===== src/rtl/pipe_ctrl_pkg.sv =====
// rtl/pipe_ctrl_pkg.sv - shared encodings and widths for the pipeline hazard controller
package pipe_ctrl_pkg;

  typedef enum logic [1:0] {
    ST_RUN    = 2'd0,
    ST_LDUSE  = 2'd1,
    ST_FREEZE = 2'd2,
    ST_HALTED = 2'd3
  } state_t;

  localparam logic [15:0] NOP_INSTR   = 16'h1800;
  localparam int          STALL_CNT_W = 16;

endpackage


===== src/rtl/sat_counter.sv =====
// rtl/sat_counter.sv - saturating up-counter with increment enable
module sat_counter #(
  parameter int W = 16
) (
  input  logic         clk,
  input  logic         rst,
  input  logic         i_inc,
  output logic [W-1:0] o_cnt
);

  logic [W-1:0] r_cnt;

  always_ff @(posedge clk or posedge rst) begin
    if (rst) begin
      r_cnt <= '0;
    end else if (i_inc && (r_cnt != '1)) begin
      r_cnt <= r_cnt + W'(1);
    end
  end

  assign o_cnt = r_cnt;

endmodule


===== src/rtl/pipe_hazard_ctrl.sv =====
// rtl/pipe_hazard_ctrl.sv - stall/flush/freeze/halt control for a 5-stage pipeline
module pipe_hazard_ctrl
  import pipe_ctrl_pkg::*;
#(
  parameter int LU_STALL = 1
) (
  input  logic                   clk,
  input  logic                   rst,
  input  logic [2:0]             id_rs,
  input  logic                   id_rs_used,
  input  logic [2:0]             id_rt,
  input  logic                   id_rt_used,
  input  logic [2:0]             ex_rd,
  input  logic                   ex_mem_read,
  input  logic                   branch_taken,
  input  logic                   imem_busy,
  input  logic                   dmem_busy,
  input  logic                   halt_id,
  output logic                   pc_en,
  output logic                   if_id_en,
  output logic                   if_id_flush,
  output logic                   id_ex_bubble,
  output logic                   ex_mem_en,
  output logic                   halted,
  output logic [STALL_CNT_W-1:0] stall_cnt
);

  localparam logic [1:0] LU_LOAD = 2'(LU_STALL - 1);

  state_t     r_state, w_state_nxt;
  state_t     r_ret, w_ret_nxt;
  state_t     w_eval;
  logic [1:0] r_count, w_count_nxt;
  logic       w_lu;
  logic       w_stall_inc;

  assign w_lu = ex_mem_read &
                ((id_rs_used & (id_rs == ex_rd)) | (id_rt_used & (id_rt == ex_rd)));

  // A released freeze replays the cycle as the saved state would have seen it.
  assign w_eval = (r_state == ST_FREEZE) ? r_ret : r_state;

  always_comb begin
    pc_en        = 1'b1;
    if_id_en     = 1'b1;
    if_id_flush  = 1'b0;
    id_ex_bubble = 1'b0;
    ex_mem_en    = 1'b1;
    w_state_nxt  = r_state;
    w_ret_nxt    = r_ret;
    w_count_nxt  = r_count;

    if ((w_eval != ST_HALTED) && dmem_busy) begin
      pc_en       = 1'b0;
      if_id_en    = 1'b0;
      ex_mem_en   = 1'b0;
      w_state_nxt = ST_FREEZE;
      w_ret_nxt   = w_eval;
    end else begin
      case (w_eval)
        ST_RUN: begin
          w_state_nxt = ST_RUN;
          if (branch_taken) begin
            if_id_flush  = 1'b1;
            id_ex_bubble = 1'b1;
          end else if (w_lu) begin
            pc_en        = 1'b0;
            if_id_en     = 1'b0;
            id_ex_bubble = 1'b1;
            if (LU_STALL > 1) begin
              w_state_nxt = ST_LDUSE;
              w_count_nxt = LU_LOAD;
            end
          end else if (halt_id) begin
            pc_en        = 1'b0;
            if_id_en     = 1'b0;
            id_ex_bubble = 1'b1;
            w_state_nxt  = ST_HALTED;
          end else if (imem_busy) begin
            pc_en       = 1'b0;
            if_id_flush = 1'b1;
          end
        end
        ST_LDUSE: begin
          pc_en        = 1'b0;
          if_id_en     = 1'b0;
          id_ex_bubble = 1'b1;
          w_count_nxt  = r_count - 2'd1;
          w_state_nxt  = (w_count_nxt == 2'd0) ? ST_RUN : ST_LDUSE;
        end
        ST_HALTED: begin
          pc_en        = 1'b0;
          if_id_en     = 1'b0;
          id_ex_bubble = 1'b1;
          ex_mem_en    = ~dmem_busy;
        end
        default: begin
          w_state_nxt = ST_RUN;
        end
      endcase
    end

    if (rst) begin
      pc_en        = 1'b0;
      if_id_en     = 1'b0;
      if_id_flush  = 1'b1;
      id_ex_bubble = 1'b1;
      ex_mem_en    = 1'b0;
    end
  end

  always_ff @(posedge clk or posedge rst) begin
    if (rst) begin
      r_state <= ST_RUN;
      r_ret   <= ST_RUN;
      r_count <= 2'd0;
    end else begin
      r_state <= w_state_nxt;
      r_ret   <= w_ret_nxt;
      r_count <= w_count_nxt;
    end
  end

  assign halted      = (r_state == ST_HALTED);
  assign w_stall_inc = ~pc_en & (r_state != ST_HALTED);

  sat_counter #(
    .W(STALL_CNT_W)
  ) u_stall_cnt (
    .clk  (clk),
    .rst  (rst),
    .i_inc(w_stall_inc),
    .o_cnt(stall_cnt)
  );

endmodule


===== config.mk =====
export PLATFORM = sky130hd
export DESIGN_NAME = pipe_hazard_ctrl
export DESIGN_NICKNAME = d
export VERILOG_FILES = /design/src/rtl/pipe_ctrl_pkg.sv /design/src/rtl/sat_counter.sv /design/src/rtl/pipe_hazard_ctrl.sv
export SDC_FILE = /design/constraint.sdc
export NUM_CORES = 1
export LEC_CHECK = 0
export BUFFER_PORTS_ARGS = -buffer_cell sky130_fd_sc_hd__buf_2
export CORE_MARGIN = 10
export CORE_UTILIZATION = 30
export DETAILED_ROUTE_END_ITERATION = 8
export PLACE_DENSITY = 0.62
export SLEW_MARGIN = 10
export SYNTH_ARGS = -nofsm -noshare
export SYNTH_HDL_FRONTEND = slang
export SYNTH_SLANG_ARGS = --single-unit
export TNS_END_PERCENT = 50

===== constraint.sdc =====
create_clock -name clk -period 2.15 [get_ports clk]
set_input_delay 0.43 -clock clk [delete_from_list [all_inputs] [get_ports clk]]
set_output_delay 0.43 -clock clk [all_outputs]
set_load 0.05 [all_outputs]

==> metrics.txt <==
post-synthesis sequential area ratio 44.2%; DIE WIDTH 84.4 um; area grow syn2layout 35.4%; count of warnings emitted by yosys 0; H-tree depth 1; Crit path arrival time 1.62 ns; Slew Limit Fails 0; post-synth cell types 37; clk slew on worst S/H paths 0.08 ns; CTS buffer count 3; XOR/XNOR Fraction of Synth Area 15.5%; CP max stage cell a2111o_1; VDD IR-drop max 0.000362 V; logic gate share of total power 53.7%; die height 84.4 um; CP Cell Sequence a2111o_1, a31oi_1, a31o_4, buf_6; cell family with most CP delay compound AO/OA/AOI/OAI gates; crit path launch type flop; antenna-violating nets left 0; Syn Nets 146; Synth Instances 126; reg2reg start u_stall_cnt.o_cnt[0]$_DFFE_PP0P_; WP buf/inv 1; total power 0.00202 W; setup_tns 0 ns; Post-Synth Simple-Gate Area 24.2%; Max Fclk 0.487 GHz; CTS Hold Bufs 0; I/O Buffers 39; GPL Wtd Cong 0.737; Mapped Area 1240 um2; unrepaired setup endpoints after global routing no; global route overflow 0; mux cell area share after synthesis 2.11%; adder-cell share of the synthesized area 2.01%; net switching power 0.000934 W; final hold viol count 0; largest family of logic cells by synthesized area simple AND/OR/NAND/NOR gates; Final Hold Slack 0.422 ns; clk root buf clkbuf_8; Worst-Skew Late Latency 0.26 ns; Worst setup startpoint r_state[1]$_DFFE_PP0P_; number of inserted diodes 0; clock tree sinks 22; routed vias/inst 4.82; Slowest Stage Delay on Critical Path 0.46 ns; Post-synth EDFFs 0; min cycle time layout 2.05 ns; #FFs+latches synth 22; area of the multi-input gates 696 um2; Die ar. 7130 um2; M1 GR Usage 9.75%; GRT met3 Usage 3.48%; Crit Path Class flop to output port; Worst EP required 1.72 ns; maximum clock path buffer count 2; Worst Path Max Fanout 4; PD cells 1200 nW/um2; TritonCTS clock tree built; wire length per cell 13.4 um; setup bufs post-CTS 0; clock network power share 14.3%; cell internal pwr 0.00109 W; first-pass GRT wire length 5260 um; total track usage 8.61%; drt first pass iters 4; final instance area 1690 um2; most frequent cells in the layout buf_2, dfrtp_1, buf_4; Place WS -0.0529 ns; GR Util met2 14.0%; fraction of registers with async set/reset 100%; ys flop type dfrtp_1; switching share of power 46.1%; LEAKAGE 0.788 nW; vias 1114; Reg area 553 um2; Avg Inst Size Synth 9.88 um2; # rows 23; core area 4000 um2; Hold WC Path Type input port to async pin; Tcrit/Tclk final 95.4%; # fillers 420; setup slack after layout 0.0987 ns; slew at the pin closest to its max-slew limit 0.366 ns; most common cell after layout, fill and taps aside buf_2; vias in the first global route 1214; fraction of layout cells with a size suffix above 1 39.2%; Starting Density 31.1%; Slew headroom 75.4%; max cap viols 0; io pins 40; busiest grt layer met2; endpoint class of the critical path output port; Reg power frac 32.0%; fin nets 202; Placed Area 1610 um2; Final setup viols 0; largest net degree at the start of global routing 23; Detailed Route Iter0 Violations 34; clk_skew 0.00528 ns; outcome finished, final reports clean; Post-DP HPWL 2530 um; Compound-Gate Fraction of Synth Area 9.85%; initial antenna violation count 0; DRC viols 0; drt total wl 3100 um
[flip-flops by register name, summed over array words and instances (netlist names)]
register	cells
r_count	2
u_stall_cnt.o_cnt	16
r_ret	2
r_state	2
[synth_stat cells (2+ instances only)]
master | n | area [um2]
a21oi_1 | 3 | 15.0
and3_2 | 2 | 15.0
dfrtp_1 | 22 | 551
ha_1 | 2 | 25.0
inv_1 | 4 | 15.0
nand2_1 | 14 | 52.6
nand3_1 | 3 | 15.0
nand4_1 | 10 | 62.6
nor2_1 | 10 | 37.5
nor3_1 | 5 | 25.0
nor4_1 | 2 | 12.5
o21ai_0 | 4 | 20.0
xnor2_1 | 13 | 114
xor2_1 | 9 | 78.8
[through the flow]
stage                     std cells  util (%)
after global routing            231      42.1
after CTS                       231      41.9
final                           231      42.1
after detailed placement        227      40.2
after global placement          227      40.2
after floorplan                 126         -
[metal layers]
metal  part of all wire, %  vias to the layer above
met5                     0                        -
met4                   1.5                        0
li1                      -                      555
met2                    47                       30
met3                   7.7                        4
met1                    44                      525
[power by group through the flow]
stage	registers (W)	logic (W)	clock network [W]
2_1_floorplan	0.000905	0.000518	0
3_3_place_gp	0.000656	0.00107	0
3_5_place_dp	0.000655	0.00108	0
4_1_cts	0.000648	0.00109	0.000298
5_1_grt	0.000670	0.00118	0.000320
6_report	0.000648	0.00109	0.000288
[final timing paths]
| path | end | slack [ns] | cells past startpoint |
|---|---|---|---|
| min reg2reg | u_stall_cnt.o_cnt[5]$_DFFE_PP0P_ | 0.49 | 1 |
| min | u_stall_cnt.o_cnt[8]$_DFFE_PP0P_ | 0.42 | 4 |
| max | pc_en | 0.1 | 4 |
| max in group asynchronous | u_stall_cnt.o_cnt[1]$_DFFE_PP0P_ | 1.49 | 4 |
| max reg2reg | u_stall_cnt.o_cnt[1]$_DFFE_PP0P_ | 0.22 | 7 |
| min in group clk | u_stall_cnt.o_cnt[5]$_DFFE_PP0P_ | 0.49 | 1 |
[timing repair]
| item | in CTS | in global routing |
|---|---|---|
| gates cloned | 0 | 0 |
| setup endpoints to repair | 3 | 4 |
| gates resized for setup | 4 | 4 |
[worst min-delay path, stage by stage]
cell and delay, ns:
buf_2 0.11, buf_4 0.13, inv_1 0.10, buf_4 0.30
[cell families after synthesis]
family,after synthesis
flops,22
fa+ha+maj,2
buf+inv,5
mux,2
compound gates,17
simple gates,56
xor+xnor,22
[cell type report]
| type | instances | share of cell area, % |
|---|---|---|
| Tap cell | 50 | 3.71 |
| Sequential cell | 22 | 32.8 |
| Clock buffer | 4 | 3.27 |
| Inverter | 4 | 0.891 |
| Timing Repair Buffer | 52 | 18.0 |
| Multi-Input combinational cell | 99 | 41.3 |
No activity file was read; power rests on OpenSTA's default activity.
